File: src/rtl/regfile_master_pkg.sv
// Shared types and default sizes for the register-file burst master.
// Optional byte-enable support is selected with REGFILE_MASTER_BYTEEN_EN.
package regfile_master_pkg;

  localparam int unsigned ADDR_W_DEF = 5;
  localparam int unsigned DATA_W_DEF = 32;

  typedef enum logic [1:0] {
    IDLE  = 2'd0,
    WRITE = 2'd1,
    READ  = 2'd2,
    DRAIN = 2'd3
  } state_t;

endpackage

File: src/rtl/regfile_master_if.sv
// Command, data-stream and Avalon-MM signals of the register-file burst master.
// REGFILE_MASTER_BYTEEN_EN adds the per-beat write byte enable wr_be.
interface regfile_master_if
  import regfile_master_pkg::*;
#(
  parameter int unsigned ADDR_W = ADDR_W_DEF,
  parameter int unsigned DATA_W = DATA_W_DEF
);
  localparam int unsigned BE_W = DATA_W / 8;

  logic              cmd_valid;
  logic              cmd_ready;
  logic              cmd_write;
  logic [ADDR_W-1:0] cmd_addr;
  logic [ADDR_W-1:0] cmd_len;

  logic              wr_valid;
  logic              wr_ready;
  logic [DATA_W-1:0] wr_data;
`ifdef REGFILE_MASTER_BYTEEN_EN
  logic [BE_W-1:0]   wr_be;
`endif

  logic              rd_valid;
  logic              rd_ready;
  logic [DATA_W-1:0] rd_data;

  logic              busy;
  logic              done;

  logic [ADDR_W-1:0] mem_address;
  logic              mem_clken;
  logic              mem_chipselect;
  logic              mem_write;
  logic [DATA_W-1:0] mem_writedata;
  logic [BE_W-1:0]   mem_byteenable;
  logic [DATA_W-1:0] mem_readdata;

  modport master (
`ifdef REGFILE_MASTER_BYTEEN_EN
    input  wr_be,
`endif
    input  cmd_valid, cmd_write, cmd_addr, cmd_len,
    input  wr_valid, wr_data, rd_ready, mem_readdata,
    output cmd_ready, wr_ready, rd_valid, rd_data, busy, done,
    output mem_address, mem_clken, mem_chipselect, mem_write,
    output mem_writedata, mem_byteenable
  );

  modport slave (
`ifdef REGFILE_MASTER_BYTEEN_EN
    output wr_be,
`endif
    output cmd_valid, cmd_write, cmd_addr, cmd_len,
    output wr_valid, wr_data, rd_ready, mem_readdata,
    input  cmd_ready, wr_ready, rd_valid, rd_data, busy, done,
    input  mem_address, mem_clken, mem_chipselect, mem_write,
    input  mem_writedata, mem_byteenable
  );

endinterface

File: src/rtl/regfile_master.sv
// Burst master: turns write/read burst commands into single-word Avalon-MM
// accesses to a latency-1 register file. REGFILE_MASTER_BYTEEN_EN enables wr_be.
module regfile_master
  import regfile_master_pkg::*;
#(
  parameter int unsigned ADDR_W = ADDR_W_DEF,
  parameter int unsigned DATA_W = DATA_W_DEF
) (
  input  logic              clk_clk,
  input  logic              reset_reset,
  regfile_master_if.master  bus
);

  state_t            state;
  logic [ADDR_W-1:0] addr;
  logic [ADDR_W-1:0] count;
  logic              rd_valid_q;
  logic              done_q;

  logic              stall;
  logic              beat;
  logic              issue;

  // A held read beat freezes the slave (clken low) so its output stays put.
  assign stall = rd_valid_q & ~bus.rd_ready;
  assign beat  = (state == WRITE) & bus.wr_valid;
  assign issue = (state == READ) & ~stall;

  always_ff @(posedge clk_clk) begin
    if (reset_reset) begin
      state      <= IDLE;
      addr       <= '0;
      count      <= '0;
      rd_valid_q <= 1'b0;
      done_q     <= 1'b0;
    end else begin
      done_q <= 1'b0;
      case (state)
        IDLE: begin
          if (bus.cmd_valid) begin
            addr  <= bus.cmd_addr;
            count <= bus.cmd_len;
            state <= bus.cmd_write ? WRITE : READ;
          end
        end
        WRITE: begin
          if (bus.wr_valid) begin
            addr <= addr + ADDR_W'(1);
            if (count == '0) begin
              state  <= IDLE;
              done_q <= 1'b1;
            end else begin
              count <= count - ADDR_W'(1);
            end
          end
        end
        READ: begin
          if (!stall) begin
            rd_valid_q <= 1'b1;
            addr       <= addr + ADDR_W'(1);
            if (count == '0) begin
              state <= DRAIN;
            end else begin
              count <= count - ADDR_W'(1);
            end
          end
        end
        DRAIN: begin
          // Only the final issued word is outstanding here.
          if (bus.rd_ready) begin
            rd_valid_q <= 1'b0;
            state      <= IDLE;
            done_q     <= 1'b1;
          end
        end
        default: state <= IDLE;
      endcase
    end
  end

  assign bus.cmd_ready      = (state == IDLE) & ~reset_reset;
  assign bus.wr_ready       = (state == WRITE);
  assign bus.rd_valid       = rd_valid_q;
  assign bus.rd_data        = bus.mem_readdata;
  assign bus.busy           = (state != IDLE);
  assign bus.done           = done_q;

  assign bus.mem_address    = addr;
  assign bus.mem_clken      = ~stall;
  assign bus.mem_chipselect = beat | issue;
  assign bus.mem_write      = beat;
  assign bus.mem_writedata  = bus.wr_data;
`ifdef REGFILE_MASTER_BYTEEN_EN
  assign bus.mem_byteenable = beat ? bus.wr_be : '1;
`else
  assign bus.mem_byteenable = '1;
`endif

endmodule

File: src/flat_wrapper.sv
// flat-port wrapper written by rule: the top's interface ports become plain ports
module regfile_master_flat import regfile_master_pkg::*;
#(
  parameter int unsigned ADDR_W = ADDR_W_DEF,
  parameter int unsigned DATA_W = DATA_W_DEF
)
  (clk_clk, reset_reset, bus_cmd_valid, bus_cmd_write, bus_cmd_addr, bus_cmd_len, bus_wr_valid, bus_wr_data, bus_rd_ready, bus_mem_readdata, bus_cmd_ready, bus_wr_ready, bus_rd_valid, bus_rd_data, bus_busy, bus_done, bus_mem_address, bus_mem_clken, bus_mem_chipselect, bus_mem_write, bus_mem_writedata, bus_mem_byteenable);
  regfile_master_if #(.ADDR_W(ADDR_W), .DATA_W(DATA_W)) bus_i ();
  input  logic clk_clk;
  input  logic reset_reset;
  input wire logic [$bits(bus_i.cmd_valid)-1:0] bus_cmd_valid;
  input wire logic [$bits(bus_i.cmd_write)-1:0] bus_cmd_write;
  input wire logic [$bits(bus_i.cmd_addr)-1:0] bus_cmd_addr;
  input wire logic [$bits(bus_i.cmd_len)-1:0] bus_cmd_len;
  input wire logic [$bits(bus_i.wr_valid)-1:0] bus_wr_valid;
  input wire logic [$bits(bus_i.wr_data)-1:0] bus_wr_data;
  input wire logic [$bits(bus_i.rd_ready)-1:0] bus_rd_ready;
  input wire logic [$bits(bus_i.mem_readdata)-1:0] bus_mem_readdata;
  output wire logic [$bits(bus_i.cmd_ready)-1:0] bus_cmd_ready;
  output wire logic [$bits(bus_i.wr_ready)-1:0] bus_wr_ready;
  output wire logic [$bits(bus_i.rd_valid)-1:0] bus_rd_valid;
  output wire logic [$bits(bus_i.rd_data)-1:0] bus_rd_data;
  output wire logic [$bits(bus_i.busy)-1:0] bus_busy;
  output wire logic [$bits(bus_i.done)-1:0] bus_done;
  output wire logic [$bits(bus_i.mem_address)-1:0] bus_mem_address;
  output wire logic [$bits(bus_i.mem_clken)-1:0] bus_mem_clken;
  output wire logic [$bits(bus_i.mem_chipselect)-1:0] bus_mem_chipselect;
  output wire logic [$bits(bus_i.mem_write)-1:0] bus_mem_write;
  output wire logic [$bits(bus_i.mem_writedata)-1:0] bus_mem_writedata;
  output wire logic [$bits(bus_i.mem_byteenable)-1:0] bus_mem_byteenable;
  assign bus_i.cmd_valid = bus_cmd_valid;
  assign bus_i.cmd_write = bus_cmd_write;
  assign bus_i.cmd_addr = bus_cmd_addr;
  assign bus_i.cmd_len = bus_cmd_len;
  assign bus_i.wr_valid = bus_wr_valid;
  assign bus_i.wr_data = bus_wr_data;
  assign bus_i.rd_ready = bus_rd_ready;
  assign bus_i.mem_readdata = bus_mem_readdata;
  assign bus_cmd_ready = bus_i.cmd_ready;
  assign bus_wr_ready = bus_i.wr_ready;
  assign bus_rd_valid = bus_i.rd_valid;
  assign bus_rd_data = bus_i.rd_data;
  assign bus_busy = bus_i.busy;
  assign bus_done = bus_i.done;
  assign bus_mem_address = bus_i.mem_address;
  assign bus_mem_clken = bus_i.mem_clken;
  assign bus_mem_chipselect = bus_i.mem_chipselect;
  assign bus_mem_write = bus_i.mem_write;
  assign bus_mem_writedata = bus_i.mem_writedata;
  assign bus_mem_byteenable = bus_i.mem_byteenable;
  regfile_master #(.ADDR_W(ADDR_W), .DATA_W(DATA_W)) u_core (.clk_clk(clk_clk), .reset_reset(reset_reset), .bus(bus_i));
endmodule
File: config.mk
export PLATFORM = sky130hd
export DESIGN_NAME = regfile_master_flat
export DESIGN_NICKNAME = d
export VERILOG_FILES = /design/src/rtl/regfile_master_pkg.sv /design/src/rtl/regfile_master_if.sv /design/src/rtl/regfile_master.sv /design/src/flat_wrapper.sv
export SDC_FILE = /design/constraint.sdc
export NUM_CORES = 1
export LEC_CHECK = 0
export ABC_AREA = 1
export BUFFER_PORTS_ARGS = -buffer_cell sky130_fd_sc_hd__buf_2
export CORE_UTILIZATION = 32
export CTS_CLUSTER_SIZE = 20
export DETAILED_ROUTE_END_ITERATION = 10
export PLACE_DENSITY = 0.78
export SKIP_LAST_GASP = 1
export SYNTH_ARGS = -nofsm -noshare
export SYNTH_HDL_FRONTEND = slang
export SYNTH_SLANG_ARGS = --single-unit
File: constraint.sdc
create_clock -name clk_clk -period 1.4 [get_ports clk_clk]
set_clock_uncertainty 0.05 [all_clocks]
set_input_delay 0.28 -clock clk_clk [delete_from_list [all_inputs] [get_ports clk_clk]]
set_output_delay 0.28 -clock clk_clk [all_outputs]
set_load 0.05 [all_outputs]
Yosys cells after proc, flatten, opt, wreduce, memory -nomap -nowiden

Cells that the tools add are included.

Eq/ne operators: 9
Bitwise operators: 8
Add/sub/neg operators: 2
Mux-type cells: 24
Reductions and logical operators: 8

Operators with widths:

| operator                                              | count |
|---|---|
| 2-to-1 mux 5 bit                                      | 7 |
| case mux 5 bit (3 select lines)                       | 2 |
| 2-to-1 mux 2 bit                                      | 7 |
| inequality test 2 bit, second input constant          | 5 |
| case mux 2 bit (4 select lines)                       | 1 |
| AND reduction 6 bit                                   | 1 |
| adder 5 x 1 -> 5 bit, second input constant           | 1 |
| zero test 5 bit                                       | 1 |
| 2-to-1 mux 1 bit                                      | 5 |
| subtractor 5 x 1 -> 5 bit, second input constant      | 1 |
| AND 1 bit                                             | 4 |
| == test 2 bit, second input constant                  | 2 |
| case mux 1 bit (2 select lines)                       | 2 |
| AND reduction 4 bit                                   | 1 |
| nonzero test 2 bit                                    | 2 |
| inverter 1 bit                                        | 3 |
| AND reduction 3 bit                                   | 1 |
| nonzero test 3 bit                                    | 1 |
| == test 2 x 1 -> 1 bit, second input constant         | 1 |
| zero test 2 bit                                       | 1 |
| inequality test 2 x 1 -> 1 bit, second input constant | 1 |
| OR 1 bit                                              | 1 |

Input bits: 80
Bits in registers: 14
Output and inout port bits: 81

Longest topological paths before layout

Depth after elaboration: 5
Gate-level depth with buffers: 9
Depth with buffers taken out: 9

Least setup slack after synthesis

No wires, ideal clock.

Path kind: flip-flop to output port
Start point: reg u_core.rd_valid_q (netlist: u_core.bus.rd_valid)
End point: out bus_mem_chipselect
Arrival time: 1.601 ns
Cell stages (with the launch flop): 4
Path slack: -0.531 ns
Data required time: 1.070 ns
Cell sequence: dfxtp_1 -> nand2_1 -> nand2_1 -> nand2_1

Word-level cells in the longest chain between the ends: 4

RTL lines:

| what                   | line                 | RTL |
|---|---|---|
| from (decl)            | regfile_master.sv:17 | `logic rd_valid_q;` |
| from (signal assigned) | regfile_master.sv:34 | `rd_valid_q <= 1'b0;` |
| from (signal assigned) | regfile_master.sv:59 | `rd_valid_q <= 1'b1;` |
| from (signal assigned) | regfile_master.sv:71 | `rd_valid_q <= 1'b0;` |
| AND 1 bit              | regfile_master.sv:25 | `assign stall = rd_valid_q & ~bus.rd_ready;` |
| inverter 1 bit         | n/a                  |  |
| net bus_mem_clken      | flat_wrapper.sv:26   | `output wire logic [$bits(bus_i.mem_clken)-1:0] bus_mem_clken;` |
| AND 1 bit              | regfile_master.sv:27 | `assign issue = (state == READ) & ~stall;` |
| OR 1 bit               | regfile_master.sv:90 | `assign bus.mem_chipselect = beat \| issue;` |
| to (decl)              | flat_wrapper.sv:27   | `output wire logic [$bits(bus_i.mem_chipselect)-1:0] bus_mem_chipselect;` |

The timed path passes the listed nets, and every way through them passes these cells.

Worst setup path in the final report

Start point: reg u_core.state[1]
End point: out bus_mem_write

Word-level cells in the longest chain between the ends: 2

RTL lines:

| what                   | line                 | RTL |
|---|---|---|
| from (decl)            | regfile_master.sv:14 | `state_t state;` |
| from (signal assigned) | regfile_master.sv:43 | `state <= bus.cmd_write ? WRITE : READ;` |
| == test 2 x 1 -> 1 bit | regfile_master.sv:26 | `assign beat = (state == WRITE) & bus.wr_valid;` |
| AND 1 bit              | regfile_master.sv:26 |  |
| to (decl)              | flat_wrapper.sv:28   | `output wire logic [$bits(bus_i.mem_write)-1:0] bus_mem_write;` |

Every way passes these cells.

==> reports/metrics.yaml <==
drt-initial-drc-count: 62
syn_inst: 219
ios: 161
regToRegStartpoint: "u_core.state[0]$_SDFFE_PP0P_"
grt_pass1_vias: 1092
max_freq_mhz: 652
multi_input_area_sq_um: 801
slew_violations: 0
die_area_sq_um: 4990
violations: "design-rule violations, negative setup slack"
r2r_setup_slack_ns: -0.08
synth_warnings: 0
drcViolationCount: 24
cts_num_sinks: 14
drtPass1Iterations: 7
yosys-top-cells-area: "buf_4, dfxtp_1, nand2_1"
num_rows: 24
cts_inserted_buffers: 3
startpoint_type: "flop"
drt_wl_total_microns: 3070
yosys.cell_count.top_type: "buf_4"
place_worst_setup_slack_ns: -0.113
cp-end-kind: "output pin"
fin_util_pct: 36.4
peakVddDrop_mv: 0.961
startpoint: "u_core.state[1]$_SDFFE_PP0P_"
p_leak_uw: 0.000744
path_max_fanout: 4
rsz0062_at_grt: "yes"
die_x_microns: 70.6
drive_gt1_share_pct: 49.0
fin_setup_tns_ns: -0.677
seq_area_sq_um: 292
fillCellCount: 458
whs_ns: 0.274
regToRegEndpoint: "u_core.count[0]$_SDFFE_PP0P_"
min_from: "bus_cmd_len[4]"
grt_max_degree: 11
grtUsageTotal_pct: 12.2
ys_async_sr_fraction_pct: 0
synth_edf_count: 0
design.core.area_sq_um: 4440
syn_avg_cell_area_sq_um: 6.88
clock_latency_ns: 0.25
num-nets-final: 286
p_total_uw: 5180
synth_ff_type: "dfxtp_1"
gp_congestion: 0.830
crit_end: "bus_mem_write"
yosysTopAreaCellShare_pct: 33.9
cts_tree: "built"
yosys-top-cells-count: "buf_4, nand2_1, nor2_1"
cp.required_ns: 1.07
crit_type: "flop to output pin"
arrival_ns: 1.20
setup_ws_ns: -0.134
dp_hpwl_microns: 2100
wire_per_inst_microns: 12.3
post-synth-top-area-cell: "buf_4"
via_per_inst: 4.59
synth.distinct_cells: 26
port_buffers: 28
start_util_pct: 33.9
period_needed_ns: 1.53
ys_ff_latch: 14
min_period_over_period_pct: 110
outcome: "finished, violations left"
syn_to_final_growth_pct: 7.39
htreeDepth: 1
cts_root_buf: "clkbuf_8"
overflow: 0
detail-route-antenna-nets: 0
clk_pin_slew_ns: 0.06
num_vias: 1148
max_cap_violations: 0
finalHoldViolCount: 0
hold_class: "primary input to flop"
grt_first_pass_wirelength_microns: 4800
die_h_microns: 70.6
rr_worst_depth: 8
syn_area_sq_um: 1510
antenna_found_initial: 0
power.density_nw_per_um2: 3200
seq_area_frac_synth_pct: 18.6
cts_buffer_depth: 2
setup_viol: 13
diodes: 0
[cells in the final DEF, fill, tap and decap left out]
cell type	netlist	final
nor2_4	1	5
buf_4	68	10
conb_1	1	4
dfxtp_4	0	2
dfxtp_1	14	9
o21a_1	1	1
nand4_4	1	1
nand3_1	9	8
buf_8	0	3
ha_4	0	5
buf_6	0	6
inv_6	0	1
o21ai_0	9	6
o21bai_2	1	1
dfxtp_2	0	3
clkbuf_1	0	1
clkinvlp_4	0	2
buf_2	3	23
inv_1	18	12
inv_2	1	2
ha_1	7	1
clkinv_1	1	1
buf_12	0	1
a21oi_1	9	8
clkbuf_8	0	3
ha_2	0	1
o21ai_1	2	1
nand2_1	33	28
nand3_4	1	1
o21ai_2	1	4
nor2_1	26	20
nand2_4	1	5
o21ai_4	0	1
a21oi_2	2	3
inv_4	0	2
nor2_2	3	5
a22oi_1	1	1
nand3_2	1	2
nand2_2	4	5
[report_power, final]
| group | switching [uW] | total, uW | leakage (uW) | internal [uW] |
|---|---|---|---|---|
| clock network | 146 | 347 | 0.0000228 | 202 |
| logic | 2350 | 4010 | 0.000603 | 1660 |
| registers | 213 | 820 | 0.000118 | 607 |
| total | 2710 | 5180 | 0.000744 | 2470 |
[per-stage QoR]
step	area, sq um	instances
floorplan	1580	222
global placement	1340	240
detailed placement	1340	240
CTS	1500	248
global route	1620	250
finish	1620	250
[state kept, by name, summed over array words and instances (netlist names)]
register	count
u_core.bus.rd_valid	1
u_core.bus.done	1
u_core.bus.mem_address	5
u_core.state	2
u_core.count	5
[metal layers]
layer | vias to the layer above | part of all wire [%] | track usage, %
li1 | 574 | - | -
met1 | 521 | 40 | 13.6
met2 | 44 | 50 | 19.2
met3 | 9 | 8.5 | 5.56
met4 | 0 | 1.4 | 7.33
met5 | - | 0 | 0
[layout make-up]
class | instances | share of cell area, %
multi-input combinational | 117 | 49.5
clock buffer | 4 | 2.78
sequential | 14 | 18.0
tap | 52 | 4.02
inverter | 20 | 5.72
timing repair buffer | 43 | 20.0
[cells by family after synthesis]
group                    after synthesis  share of synthesized area [%]
buffers and inverters                 91                           39.9
AND/OR/NAND/NOR                       80                           25.3
AO/OA/AOI/OAI                         26                           10.1
flip-flops                            14                           18.6
adder cells (fa/ha/maj)                7                           5.81
other                                  1                          0.249
[worst min path at each step]
| stage | slack [ns] | cells past startpoint | to |
|---|---|---|---|
| final | 0.27 | 3 | u_core.count[4]$_SDFFE_PP0P_ |
| after global routing | 0.29 | 3 | u_core.count[4]$_SDFFE_PP0P_ |
| after detailed placement | 0.42 | 2 | u_core.count[4]$_SDFFE_PP0P_ |
| after CTS | 0.26 | 3 | u_core.count[4]$_SDFFE_PP0P_ |
| after floorplan | 0.39 | 2 | u_core.count[4]$_SDFFE_PP0P_ |
| after global placement | 0.41 | 2 | u_core.count[4]$_SDFFE_PP0P_ |
[worst max-delay path, cell delays in order (launching register included)]
cell and delay, ns:
dfxtp_4 0.37, inv_4 0.05, ha_4 0.19, nand2_4 0.09
clkinvlp_4 0.10, buf_8 0.15
[repair_timing]
action,CTS,global route
resized for setup,22,30
buffers inserted,4,2
hold buffers,0,0
pin swaps,5,9
setup endpoints to repair,17,16
Power figures use the tool's default switching activity.
